===== config.mk =====
export PLATFORM = sky130hd
export DESIGN_NAME = sar_result_avg_flat
export DESIGN_NICKNAME = d
export VERILOG_FILES = /design/src/rtl/sar_avg_pkg.sv /design/src/rtl/sar_result_avg_if.sv /design/src/rtl/sar_result_fifo.sv /design/src/rtl/sar_result_avg.sv /design/src/flat_wrapper.sv
export SDC_FILE = /design/constraint.sdc
export NUM_CORES = 1
export LEC_CHECK = 0
export ABC_AREA = 1
export CAP_MARGIN = 20
export CORE_MARGIN = 5
export CORE_UTILIZATION = 40
export CTS_BUF_LIST = sky130_fd_sc_hd__clkbuf_16
export CTS_CLUSTER_SIZE = 8
export DETAILED_ROUTE_END_ITERATION = 12
export GPL_TIMING_DRIVEN = 0
export SLEW_MARGIN = 20
export SYNTH_ARGS = -nofsm -noshare
export SYNTH_HDL_FRONTEND = slang
export SYNTH_HIERARCHICAL = 1
export SYNTH_SLANG_ARGS = --single-unit

===== constraint.sdc =====
create_clock -name CLK -period 3.1 [get_ports CLK]
set_input_delay 0.31 -clock CLK [delete_from_list [all_inputs] [get_ports CLK]]
set_output_delay 0.31 -clock CLK [all_outputs]
set_load 0.005 [all_outputs]

===== src/rtl/sar_avg_pkg.sv =====
// sar_avg_pkg: shared definitions for the SAR result averager.
//   state_e       controller states (IDLE, WAIT, CONV)
//   SEQ_LSB/SEQ_W position and width of the push sequence tag in DOUT
//   LOST_BIT      DOUT bit flagging dropped words before this one
//   WORD_W        FIFO word width
//   TIMEOUT_LIMIT / WD_W  conversion watchdog limit and counter width
package sar_avg_pkg;

  typedef enum logic [1:0] {
    IDLE = 2'd0,
    WAIT = 2'd1,
    CONV = 2'd2
  } state_e;

  localparam int unsigned WORD_W        = 16;
  localparam int unsigned SEQ_LSB       = 8;
  localparam int unsigned SEQ_W         = 4;
  localparam int unsigned LOST_BIT      = 12;
  localparam int unsigned TIMEOUT_LIMIT = 1023;
  localparam int unsigned WD_W          = 10;

endpackage


===== src/rtl/sar_result_avg_if.sv =====
// sar_result_avg_if: ADC handshake and FIFO read-side signals.
//   GO      conversion start pulse to the ADC
//   VALID   ADC conversion done, RESULT  ADC code
//   POP     read strobe, DOUT head word, EMPTY/FULL/LEVEL FIFO status
// master: the averager; slave: ADC + SPI side.
interface sar_result_avg_if #(
  parameter int unsigned RES_W      = 5,
  parameter int unsigned FIFO_DEPTH = 4
);
  logic                          GO;
  logic                          VALID;
  logic [RES_W-1:0]              RESULT;
  logic                          POP;
  logic [15:0]                   DOUT;
  logic                          EMPTY;
  logic                          FULL;
  logic [$clog2(FIFO_DEPTH):0]   LEVEL;

  modport master (output GO, input VALID, input RESULT,
                  input POP, output DOUT, output EMPTY, output FULL, output LEVEL);
  modport slave  (input GO, output VALID, output RESULT,
                  output POP, input DOUT, input EMPTY, input FULL, input LEVEL);
endinterface


===== src/rtl/sar_result_fifo.sv =====
// sar_result_fifo: synchronous first-word-fall-through FIFO.
//   CLK, RSTN   clock, synchronous active-low reset (flushes)
//   push, din   write request and data (ignored when full unless popping)
//   pop         read request (ignored when empty)
//   dout        head word, 0 when empty
//   empty, full, level  occupancy status, registered
module sar_result_fifo #(
  parameter int unsigned WIDTH = 16,
  parameter int unsigned DEPTH = 4
) (
  input  logic                     CLK,
  input  logic                     RSTN,
  input  logic                     push,
  input  logic [WIDTH-1:0]         din,
  input  logic                     pop,
  output logic [WIDTH-1:0]         dout,
  output logic                     empty,
  output logic                     full,
  output logic [$clog2(DEPTH):0]   level
);
  localparam int unsigned PTR_W = $clog2(DEPTH);
  localparam int unsigned LVL_W = PTR_W + 1;

  logic [WIDTH-1:0] r_mem [DEPTH];
  logic [PTR_W-1:0] r_wr;
  logic [PTR_W-1:0] r_rd;
  logic [LVL_W-1:0] r_level;
  logic             w_do_pop;
  logic             w_do_push;

  assign empty     = (r_level == '0);
  assign full      = (r_level == LVL_W'(DEPTH));
  assign level     = r_level;
  assign dout      = empty ? '0 : r_mem[r_rd];
  assign w_do_pop  = pop && !empty;
  // A pop frees the slot in the same cycle, so a full FIFO still takes the push.
  assign w_do_push = push && (!full || w_do_pop);

  always_ff @(posedge CLK) begin
    if (w_do_push) r_mem[r_wr] <= din;
  end

  always_ff @(posedge CLK) begin
    if (!RSTN) begin
      r_wr    <= '0;
      r_rd    <= '0;
      r_level <= '0;
    end else begin
      if (w_do_push) r_wr <= r_wr + PTR_W'(1);
      if (w_do_pop)  r_rd <= r_rd + PTR_W'(1);
      case ({w_do_push, w_do_pop})
        2'b10:   r_level <= r_level + LVL_W'(1);
        2'b01:   r_level <= r_level - LVL_W'(1);
        default: r_level <= r_level;
      endcase
    end
  end
endmodule


===== src/rtl/sar_result_avg.sv =====
// sar_result_avg: SAR ADC trigger/averager with tagged result FIFO.
//   CLK, RSTN  clock, synchronous active-low reset
//   EN         auto-trigger run enable
//   PERIOD     idle cycles between an accepted VALID and the next GO
//   bus        ADC handshake (GO/VALID/RESULT) and FIFO read side
//              (POP/DOUT/EMPTY/FULL/LEVEL)
//   OVF        sticky: a word was dropped on a full FIFO
//   TIMEOUT    sticky conversion watchdog flag
// Optional: define SAR_VALID_TIMEOUT_EN to abort a conversion that sees
// no VALID edge within TIMEOUT_LIMIT cycles; otherwise TIMEOUT is 0.
module sar_result_avg
  import sar_avg_pkg::*;
#(
  parameter int unsigned RES_W      = 5,
  parameter int unsigned AVG_LOG2   = 2,
  parameter int unsigned FIFO_DEPTH = 4,
  parameter int unsigned PERIOD_W   = 8
) (
  input  logic                CLK,
  input  logic                RSTN,
  input  logic                EN,
  input  logic [PERIOD_W-1:0] PERIOD,
  sar_result_avg_if.master    bus,
  output logic                OVF,
  output logic                TIMEOUT
);
  localparam int unsigned ACC_W = RES_W + AVG_LOG2;
  localparam int unsigned CNT_W = AVG_LOG2 + 1;
  localparam logic [CNT_W-1:0] CNT_FULL = CNT_W'(2 ** AVG_LOG2);

  state_e              r_state;
  logic [PERIOD_W-1:0] r_timer;
  logic                r_valid_q;
  logic [ACC_W-1:0]    r_acc;
  logic [CNT_W-1:0]    r_cnt;
  logic [SEQ_W-1:0]    r_seq;
  logic                r_lost;
  logic                r_ovf;

  logic                w_accept;
  logic                w_conv_accept;
  logic                w_start;
  logic                w_wd_expire;
  logic                w_push;
  logic                w_pop_ok;
  logic                w_store;
  logic                w_drop;
  logic [RES_W-1:0]    w_avg;
  logic [WORD_W-1:0]   w_word;

  assign w_accept      = bus.VALID && !r_valid_q;
  assign w_conv_accept = w_accept && (r_state == CONV);
  assign w_start       = (r_state == IDLE) && EN;
  assign bus.GO        = (r_state == WAIT) && EN && (r_timer == '0);
  // Count reaching the full set one cycle after the last accept triggers the push.
  assign w_push        = (r_cnt == CNT_FULL);
  assign w_pop_ok      = bus.POP && !bus.EMPTY;
  assign w_store       = w_push && (!bus.FULL || w_pop_ok);
  assign w_drop        = w_push && !w_store;
  assign w_avg         = RES_W'(r_acc >> AVG_LOG2);
  assign OVF           = r_ovf;

  always_comb begin
    w_word                    = '0;
    w_word[RES_W-1:0]         = w_avg;
    w_word[SEQ_LSB +: SEQ_W]  = r_seq;
    w_word[LOST_BIT]          = r_lost;
  end

`ifdef SAR_VALID_TIMEOUT_EN
  logic [WD_W-1:0] r_wd;
  logic            r_timeout;

  assign w_wd_expire = (r_state == CONV) && !w_accept &&
                       (r_wd == WD_W'(TIMEOUT_LIMIT - 1));
  assign TIMEOUT     = r_timeout;

  always_ff @(posedge CLK) begin
    if (!RSTN) begin
      r_wd      <= '0;
      r_timeout <= 1'b0;
    end else begin
      r_wd <= (r_state == CONV) ? r_wd + WD_W'(1) : '0;
      if (w_wd_expire)  r_timeout <= 1'b1;
      else if (w_start) r_timeout <= 1'b0;
    end
  end
`else
  assign w_wd_expire = 1'b0;
  assign TIMEOUT     = 1'b0;
`endif

  always_ff @(posedge CLK) begin
    if (!RSTN) begin
      r_state   <= IDLE;
      r_timer   <= '0;
      r_valid_q <= 1'b0;
      r_acc     <= '0;
      r_cnt     <= '0;
      r_seq     <= '0;
      r_lost    <= 1'b0;
      r_ovf     <= 1'b0;
    end else begin
      r_valid_q <= bus.VALID;

      case (r_state)
        IDLE: if (EN) begin
          r_state <= WAIT;
          r_timer <= PERIOD;
          r_ovf   <= 1'b0;
        end
        WAIT: begin
          if (!EN)                  r_state <= IDLE;
          else if (r_timer == '0)   r_state <= CONV;
          else                      r_timer <= r_timer - PERIOD_W'(1);
        end
        CONV: if (w_accept || w_wd_expire) begin
          r_state <= EN ? WAIT : IDLE;
          r_timer <= PERIOD;
        end
        default: r_state <= IDLE;
      endcase

      if (w_push) begin
        r_acc <= '0;
        r_cnt <= '0;
        r_seq <= r_seq + SEQ_W'(1);
      end else if (w_conv_accept) begin
        r_acc <= r_acc + ACC_W'(bus.RESULT);
        r_cnt <= r_cnt + CNT_W'(1);
      end

      // Drop is evaluated after the IDLE exit clear so a coincident drop still flags.
      if (w_drop) begin
        r_ovf  <= 1'b1;
        r_lost <= 1'b1;
      end else if (w_store) begin
        r_lost <= 1'b0;
      end
    end
  end

  sar_result_fifo #(
    .WIDTH (WORD_W),
    .DEPTH (FIFO_DEPTH)
  ) u_fifo (
    .CLK   (CLK),
    .RSTN  (RSTN),
    .push  (w_store),
    .din   (w_word),
    .pop   (bus.POP),
    .dout  (bus.DOUT),
    .empty (bus.EMPTY),
    .full  (bus.FULL),
    .level (bus.LEVEL)
  );
endmodule


===== src/flat_wrapper.sv =====
// flat-port wrapper written by rule: the top's interface ports become plain ports
module sar_result_avg_flat import sar_avg_pkg::*;
#(
  parameter int unsigned RES_W      = 5,
  parameter int unsigned AVG_LOG2   = 2,
  parameter int unsigned FIFO_DEPTH = 4,
  parameter int unsigned PERIOD_W   = 8
)
  (CLK, RSTN, EN, PERIOD, OVF, TIMEOUT, bus_GO, bus_VALID, bus_RESULT, bus_POP, bus_DOUT, bus_EMPTY, bus_FULL, bus_LEVEL);
  sar_result_avg_if #(.RES_W(RES_W), .FIFO_DEPTH(FIFO_DEPTH)) bus_i ();
  input  logic CLK;
  input  logic RSTN;
  input  logic EN;
  input  logic [PERIOD_W-1:0] PERIOD;
  output logic OVF;
  output logic TIMEOUT;
  output wire logic [$bits(bus_i.GO)-1:0] bus_GO;
  input wire logic [$bits(bus_i.VALID)-1:0] bus_VALID;
  input wire logic [$bits(bus_i.RESULT)-1:0] bus_RESULT;
  input wire logic [$bits(bus_i.POP)-1:0] bus_POP;
  output wire logic [$bits(bus_i.DOUT)-1:0] bus_DOUT;
  output wire logic [$bits(bus_i.EMPTY)-1:0] bus_EMPTY;
  output wire logic [$bits(bus_i.FULL)-1:0] bus_FULL;
  output wire logic [$bits(bus_i.LEVEL)-1:0] bus_LEVEL;
  assign bus_GO = bus_i.GO;
  assign bus_i.VALID = bus_VALID;
  assign bus_i.RESULT = bus_RESULT;
  assign bus_i.POP = bus_POP;
  assign bus_DOUT = bus_i.DOUT;
  assign bus_EMPTY = bus_i.EMPTY;
  assign bus_FULL = bus_i.FULL;
  assign bus_LEVEL = bus_i.LEVEL;
  sar_result_avg #(.RES_W(RES_W), .AVG_LOG2(AVG_LOG2), .FIFO_DEPTH(FIFO_DEPTH), .PERIOD_W(PERIOD_W)) u_core (.CLK(CLK), .RSTN(RSTN), .EN(EN), .PERIOD(PERIOD), .bus(bus_i), .OVF(OVF), .TIMEOUT(TIMEOUT));
endmodule

==> impl_metrics.ini, run 1 <==
[clock_network]
cts_buffers = 9
htreeDepth = 3
cts.reportedPaths.clkPinSlew_ns = 0.07
clockRootBuffer = clkbuf_16
clockBufferDepth = 2
cts_tree = done
hold_buffers = 0
cts.sinks = 100
clock_latency_ns = 0.35

[critical_path]
crit_arrival_ns = 2.79
setup.worst_path.end = u_core/u_fifo/r_mem[0][13]
crit_chain = nor2_4 > nand2_2 > inv_2 > buf_2 > inv_1 > a21boi_1 > nor2_1 > o21ai_4 > nor2_2 > buf_6
critPathMaxFanout = 11
reg2reg_setup_slack_ns = 0.36
r2r_start = u_core/u_fifo/level[0]
slowest_delay_ns = 0.49
end_kind = flop
critPathSlowestCell = nor2_2
critical_path_class = flop to flop
crit_path_start = u_core/u_fifo/level[0]
cp-start-kind = flop
required_ns = 3.16
reg2reg_to = u_core/u_fifo/r_mem[0][13]
reg2reg_depth = 10

[floorplanning]
die_w_um = 117.0
die_y_um = 117.0
start_util_pct = 40.47
core_area_um2 = 11320
io_pins = 42
fp-row-count = 39
die_area_um2 = 13690

[final_layout]
n_fill_cell = 1098
antenna_cells = 0
regArea_um2 = 2643
syn2layout_area_growth_pct = 22.88
final_net_count = 599
drive_above_1_share_pct = 10.70
final_cell_mix = 107 x nor2_1, 64 x edfxtp_1, 46 x nand2_1, 44 x inv_1, 40 x clkdlybuf4s50_1
final_common_cell = nor2_1
final_area_um2 = 5630
multi_input_area_um2 = 1763
fin_util_pct = 49.73

[synth]
synthDistinctLibCells = 37
synth.top_cell.area_share_pct = 41.94
yosys.area.top_type = edfxtp_1
dominantRegCellSynth = edfxtp_1
ys_seq_elements = 100
async_reset_ff_share_pct = 0
synthMuxAreaShare_pct = 0
syn_area_um2 = 4582
yosysWarnings = 6
synth_top_family_by_area = simple AND/OR/NAND/NOR gates
ys_seq_area_share_pct = 57.67
synthAdderAreaFrac_pct = 4.697
synth-xor-area-share_pct = 0.3823
synth-edff-count = 64
synth_simple_gate_area_share_pct = 18.65
synth.avg_cell_area_um2 = 9.428
synthCells = 486
yosys-top-cells-area = edfxtp_1 42%, dfxtp_1 16%, nor2_1 9.1%
synth_compound_area_share_pct = 12.48

[placed_design]
place_area_um2 = 5318
dp_hpwl_um = 6640
place.gp.congestion = 0.8107
io_buffer_count = 40

[detailed_routing]
viasPerCell = 4.757
avgRoutedWirePerCell_um = 13.17
vias = 3392
drt_pass1_iterations = 4
drtIter0Drc = 115
drt-total-wl_um = 9390
ant_nets = 0
drc_errors = 0

[pwr]
power_leakage_nw = 2.254
peakVddDrop_mv = 0.2779
power_density_nw_per_um2 = 672.6

[global_route]
use_met3_pct = 2.416
grt_pass1_vias = 3239
grt.overflow.total = 0
antenna_found_initial = 0
track_usage_pct = 14.78
grt_busiest_layer = met2
grtUsageMet1_pct = 18.61
grt_pass1_wl_um = 15490
grt_max_degree = 20
use_met2_pct = 24.65

[timing]
setup_tns_ns = 0
rsz0062_at_grt = false
period_share_pct = 88.31
period_needed_ns = 2.738
finalSetupViolCount = 0
slew_headroom_pct = 54.02
skew_ns = 0.01043
fmax_mhz = 365.3
hold_viol_final = 0
slew_viol_final = 0
worst_pin_slew_ns = 0.6871

[status]
status = finished clean

[job]
max-cap-violations = 0

[worst_hold_path]
hold_class = flop to flop
## metrics by stage
step | std cells | worst slack [ns] | power, mW | hold slack [ns]
CTS | 713 | 0.3023 | 3.834 | 0.4875
floorplan | 510 | 0.6000 | 2.163 | 0.4035
finish | 713 | 0.3625 | 3.787 | 0.4850
global route | 713 | 0.1210 | 4.026 | 0.5062
global placement | 693 | -0.3683 | 2.679 | 0.4593
detailed placement | 697 | 0.2175 | 2.698 | 0.4768
## critical path, delay by kind of cell, from the launching register on
kind | cells | cell delay (ns)
DFF | 1 | 0.41
and+or+nand+nor | 4 | 1.11
buffers and inverters | 4 | 0.64
AOI/OAI and AO/OA | 2 | 0.27
## cell type report
cell class | count | share of cell area (%)
Sequential cell | 100 | 46.93
Multi-Input combinational cell | 345 | 31.31
Timing Repair Buffer | 44 | 8.111
Clock buffer | 10 | 4.444
Inverter | 50 | 3.378
Tap cell | 143 | 3.178
Buffer | 15 | 1.533
Clock inverter | 6 | 1.111
## registers in the layout, indices dropped and copies added, names as in the netlist, 2 cells and up, named ones only
register	count
u_core/u_fifo/r_rd	2
u_core/u_fifo/r_mem	64
u_core/u_fifo/r_wr	2
u_core/r_timer	8
u_core/r_cnt	3
u_core/r_state	2
u_core/r_seq	4
u_core/u_fifo/level	3
u_core/r_acc	7
## synthesized netlist by cell type, drive strengths merged, types with 2 or more instances
master	instances
nor2	114
edfxtp	64
o21ai	60
nand2	53
inv	50
a21oi	40
dfxtp	36
nand3	18
ha	14
buf	12
nand4	5
and3	3
clkbuf	3
nor3	3
a21boi	2
fa	2
## power by group
part	switching, mW	internal [mW]	leakage (nW)
sequential	0.0455	1.45	0.880
clock	0.519	0.616	0.154
combinational	0.627	0.528	1.22
## layer usage
layer,up-vias,part of all wire (%)
met1,1557,46
li1,1764,-
met5,-,0
met4,0,2.1
met3,15,3.3
met2,56,49
## logic make-up (layout without fill, tap and decap cells)
| kind of cell | Yosys count | after routing |
|---|---|---|
| AOI/OAI and AO/OA | 105 | 105 |
| xor gates and xnor gates | 2 | 2 |
| adders and majority gates | 16 | 16 |
| buffers and inverters | 65 | 125 |
| DFF | 100 | 100 |
| other | 1 | 25 |
| and+or+nand+nor | 197 | 197 |
## worst min-delay path by stage
stage | depth (start not counted) | start | endpoint | slack [ns]
after floorplan | 2 | bus_VALID | u_core/r_valid_q | 0.40
after global placement | 2 | u_core/r_cnt[1] | u_core/r_cnt[1] | 0.46
after detailed placement | 2 | u_core/r_cnt[1] | u_core/r_cnt[1] | 0.48
after CTS | 2 | u_core/r_cnt[1] | u_core/r_cnt[1] | 0.49
after global routing | 2 | u_core/r_cnt[1] | u_core/r_cnt[1] | 0.51
final | 2 | u_core/r_cnt[1] | u_core/r_cnt[1] | 0.48
## repair_timing
action / 4_1_cts / 5_1_grt
resized for setup: 0 / 1
buffers inserted: 0 / 0
endpoints found under the setup margin: 0 / 1
No activity file was read; power rests on OpenSTA's default activity.
==> inputs of run 2 (changes only) <==
--- a/config.mk
+++ b/config.mk
@@ -13,7 +13,6 @@
 export CTS_CLUSTER_SIZE = 8
 export DETAILED_ROUTE_END_ITERATION = 12
 export GPL_TIMING_DRIVEN = 0
-export SLEW_MARGIN = 20
 export SYNTH_ARGS = -nofsm -noshare
 export SYNTH_HDL_FRONTEND = slang
 export SYNTH_HIERARCHICAL = 1
==> constraint.sdc (replaced) <==
create_clock -name CLK -period 3.1 [get_ports CLK]
set_input_delay 0.31 -clock CLK [delete_from_list [all_inputs] [get_ports CLK]]
set_output_delay 0.31 -clock CLK [all_outputs]
set_load 0.02 [all_outputs]
==> run 2 against run 1 <==
First-iteration DRC count up 42%; routed wire length decreased by 0.24%; worst setup slack gained 0.0023 ns.
==> impl_metrics.ini, run 2 (same netlist as run 1, synthesis figures left out) <==
[status]
status = finished clean

[placed_design]
io_buffer_count = 40
place.gp.congestion = 0.8107
dp_hpwl_um = 6463
dp_slack_ns = 0.08146
place_area_um2 = 5288

[timing]
period_share_pct = 88.23
rsz0062_at_grt = false
fmax_mhz = 365.6
worst_pin_slew_ns = 0.6310
worst_slack_ns = 0.3648
slew_headroom_pct = 57.78
finalSetupViolCount = 0
period_needed_ns = 2.735
skew_ns = 0.007885
slew_viol_final = 0
hold_viol_final = 0

[critical_path]
slowest_delay_ns = 0.49
cp-start-kind = flop
reg2reg_setup_slack_ns = 0.36
crit_arrival_ns = 2.79
required_ns = 3.15
critPathSlowestCell = nor2_2
end_kind = flop
critPathMaxFanout = 11
cp_top_family = simple AND/OR/NAND/NOR gates
crit_chain = nor2_4 > nand2_2 > inv_2 > buf_2 > inv_1 > a21boi_1 > nor2_1 > o21ai_4 > nor2_2 > buf_6
worst-path-buf-inv = 4
critical_path_class = flop to flop

[floorplanning]
io_pins = 42
die_area_um2 = 13690
die_y_um = 117.0
start_util_pct = 40.47
core_area_um2 = 11320
fp-row-count = 39
die_w_um = 117.0

[pwr]
p_total_mw = 4.005
power_leakage_nw = 2.252
power_density_nw_per_um2 = 712.1
peakVddDrop_mv = 0.3414

[final_layout]
final_area_um2 = 5624
final_net_count = 597
largest_reg_flops = 64
final_cell_mix = 107 x nor2_1, 64 x edfxtp_1, 46 x nand2_1, 45 x inv_1, 40 x clkdlybuf4s50_1
syn2layout_area_growth_pct = 22.75
drive_above_1_share_pct = 10.21
antenna_cells = 0
regMostFlops = u_core/u_fifo/r_mem
final_common_cell = nor2_1
reg.largest.list = u_core/u_fifo/r_mem (64), u_core/r_timer (8), u_core/r_acc (7)

[detailed_routing]
drt-total-wl_um = 9367
drtIter0Drc = 163
drt_pass1_iterations = 5
viasPerCell = 4.781
avgRoutedWirePerCell_um = 13.17
drc_errors = 0
ant_nets = 0
vias = 3399

[global_route]
grt_pass1_vias = 3262
track_usage_pct = 14.71
grt_max_degree = 18
grt.overflow.total = 0
antenna_found_initial = 0
grt_pass1_wl_um = 15490

[clock_network]
clockRootBuffer = clkbuf_16
clock_latency_ns = 0.34
post_cts_buffers = 0
clockBufferDepth = 2
cts_tree = done
cts.sinks = 100
htreeDepth = 3
cts.reportedPaths.clkPinSlew_ns = 0.07
cts_buffers = 9

[job]
max-cap-violations = 0

[worst_hold_path]
hold_class = flop to flop
==> run 2: cell types whose count changed in the layout (fill, tap and decap cells not counted), sizes merged <==
cell,before,now
buf,16,14
clkbuf,13,15
inv,54,52
==> run 2: worst register-to-register path, stage by stage (launching register included) <==
cell and delay, ns:
dfxtp_1 0.41, nor2_4 0.06, nand2_2 0.12, inv_2 0.10
buf_2 0.22, inv_1 0.08, a21boi_1 0.08, nor2_1 0.43
o21ai_4 0.22, nor2_2 0.49, buf_6 0.24
==> run 2: final cells by class <==
type	count	area [um2]
Inverter	50	190.2
Sequential cell	100	2643
Buffer	15	86.33
Fill cell	1083	5697
Clock inverter	4	26.28
Tap cell	143	178.9
Timing Repair Buffer	42	426.7
Clock buffer	12	300.3
Multi-Input combinational cell	345	1773
==> run 2: through the flow <==
stage               cells  utilization [%]  TNS (ns)  hold WS (ns)
floorplan             510                -         0        0.4035
global placement      693            46.39    -20.84        0.4593
detailed placement    695            46.71         0        0.4767
CTS                   711            49.59         0        0.4862
global route          711            49.68         0        0.5046
finish                711            49.68         0        0.4875
==> run 2: power by group <==
part	switching (mW)	internal [mW]
clock network	0.475	0.691
logic	0.809	0.531
registers	0.0458	1.45
total	1.33	2.68
==> run 2: final timing paths <==
check | from | to | depth (start not counted)
setup reg to reg | u_core/u_fifo/level[0] | u_core/u_fifo/r_mem[0][14] | 10
hold / removal | u_core/r_cnt[1] | u_core/r_cnt[1] | 2
setup / recovery | u_core/u_fifo/level[0] | u_core/u_fifo/r_mem[0][14] | 10
hold reg to reg | u_core/r_cnt[1] | u_core/r_cnt[1] | 2
==> run 2: layer usage <==
| metal | share of wire, % | vias up | GRT usage [%] |
|---|---|---|---|
| li1 | - | 1758 | - |
| met1 | 47 | 1572 | 18.64 |
| met2 | 48 | 54 | 24.57 |
| met3 | 3.8 | 15 | 2.519 |
| met4 | 1.8 | 0 | 6.881 |
| met5 | 0 | - | 0 |
==> run 2: timing repair <==
action                                  in CTS  in global routing
hold buffers                                 0                  0
endpoints found under the setup margin       0                 33
resized for setup                            0                  3
==> inputs of run 3 (changes only) <==
--- a/config.mk
+++ b/config.mk
@@ -9,7 +9,7 @@
 export CAP_MARGIN = 20
 export CORE_MARGIN = 5
 export CORE_UTILIZATION = 40
-export CTS_BUF_LIST = sky130_fd_sc_hd__clkbuf_16
+export CTS_BUF_LIST = sky130_fd_sc_hd__clkbuf_4 sky130_fd_sc_hd__clkbuf_8 sky130_fd_sc_hd__clkbuf_16
 export CTS_CLUSTER_SIZE = 8
 export DETAILED_ROUTE_END_ITERATION = 12
 export GPL_TIMING_DRIVEN = 0
==> run 3 against run 2 <==
Critical path depth unchanged; first-iteration DRC count down 3.1%; non-clock buffer count unchanged; worst setup slack better by 0.0025 ns; sequential power about the same; final area about the same; routed wire length up 0.40%; largest cell class unchanged.
==> impl_metrics.ini, run 3 (same netlist as run 1, synthesis figures left out) <==
[clock_network]
hold_buffers = 0
cts_buffers = 9
cts-resized-gates = 0
htreeDepth = 3
post_cts_buffers = 0
cts.reportedPaths.clkPinSlew_ns = 0.07
clockRootBuffer = clkbuf_16
clockBufferDepth = 2
cts.sinks = 100
cts_tree = done
clock_latency_ns = 0.34

[final_layout]
drive_above_1_share_pct = 10.39
final_cell_mix = 107 x nor2_1, 64 x edfxtp_1, 46 x nand2_1, 44 x inv_1, 40 x clkdlybuf4s50_1
reg.largest.list = u_core/u_fifo/r_mem (64), u_core/r_timer (8), u_core/r_acc (7)
final_net_count = 597
final_area_um2 = 5628
final_common_cell = nor2_1
regMostFlops = u_core/u_fifo/r_mem
syn2layout_area_growth_pct = 22.83
antenna_cells = 0
largest_reg_flops = 64

[timing]
finalSetupViolCount = 0
period_share_pct = 88.15
slew_viol_final = 0
period_needed_ns = 2.733
slew_headroom_pct = 57.71
worst_pin_slew_ns = 0.6321
skew_ns = 0.007841
hold_viol_final = 0
rsz0062_at_grt = false
whs_ns = 0.4875
fmax_mhz = 365.9

[floorplanning]
die_y_um = 117.0
die_w_um = 117.0
fp-row-count = 39
io_pins = 42
core_area_um2 = 11320
die_area_um2 = 13690
start_util_pct = 40.47

[critical_path]
cp_top_family = simple AND/OR/NAND/NOR gates
required_ns = 3.15
end_kind = flop
critPathMaxFanout = 11
worst-path-buf-inv = 4
critPathSlowestCell = nor2_2
slowest_delay_ns = 0.49
reg2reg_setup_slack_ns = 0.37
cp-start-kind = flop
crit_arrival_ns = 2.78
crit_chain = nor2_4 > nand2_2 > inv_2 > buf_2 > inv_1 > a21boi_1 > nor2_1 > o21ai_4 > nor2_2 > buf_6
critical_path_class = flop to flop

[detailed_routing]
drt_pass1_iterations = 5
ant_nets = 0
avgRoutedWirePerCell_um = 13.23
viasPerCell = 4.807
drtIter0Drc = 158
vias = 3418
drc_errors = 0
drt-total-wl_um = 9404

[global_route]
antenna_found_initial = 0
track_usage_pct = 14.71
grt.overflow.total = 0
grt_pass1_wl_um = 15490
grt_max_degree = 18
grt_pass1_vias = 3262

[pwr]
power_leakage_nw = 2.251
power_density_nw_per_um2 = 714.4
p_total_mw = 4.021
peakVddDrop_mv = 0.3417

[placed_design]
io_buffer_count = 40
dp_hpwl_um = 6463
place_area_um2 = 5288
place.gp.congestion = 0.8107

[status]
status = finished clean

[worst_hold_path]
hold_class = flop to flop

[job]
max-cap-violations = 0
==> run 3: cell types whose count changed in the layout (fill, tap and decap cells not counted) <==
| cell | before | now |
|---|---|---|
| clkbuf_4 | 0 | 1 |
| inv_1 | 45 | 44 |
==> run 3: worst paths after layout <==
kind | startpoint | end | cells past startpoint
max | u_core/u_fifo/level[0] | u_core/u_fifo/r_mem[0][14] | 10
min reg2reg | u_core/r_cnt[1] | u_core/r_cnt[1] | 2
max reg2reg | u_core/u_fifo/level[0] | u_core/u_fifo/r_mem[0][14] | 10
min | u_core/r_cnt[1] | u_core/r_cnt[1] | 2
==> run 3: report_power, final <==
part / internal (mW) / switching [mW]
registers: 1.45 / 0.0458
clock network: 0.703 / 0.475
logic: 0.531 / 0.813
total: 2.69 / 1.33
==> run 3: metal layers <==
metal	GRT usage (%)	wire, um	up-vias
met5	0	0	-
met2	24.57	4507	56
met1	18.64	4376	1583
li1	-	-	1758
met3	2.519	323	21
met4	6.881	196	0
==> run 3: area by class of cell <==
cell class	count	area, um2
sequential	100	2643
timing repair buffer	42	426.7
inverter	50	190.2
tap	143	178.9
fill	1081	5693
multi-input combinational	345	1773
buffer	15	86.33
clock buffer	13	307.8
clock inverter	3	22.52
==> run 3: metrics by stage <==
step,setup slack [ns],setup TNS (ns),utilization [%],std cells
finish,0.3673,0,49.71,711
CTS,0.1738,0,49.62,711
global placement,-0.3683,-20.84,46.39,693
detailed placement,0.08146,0,46.71,695
floorplan,0.4204,0,-,510
global route,0.09315,0,49.71,711
==> run 3: worst reg2reg max path, delay by kind of cell, from the launching register on <==
family | cells | cell delay, ns
AO/OA/AOI/OAI | 2 | 0.30
flip-flops | 1 | 0.41
AND/OR/NAND/NOR | 4 | 1.10
buffers and inverters | 4 | 0.63
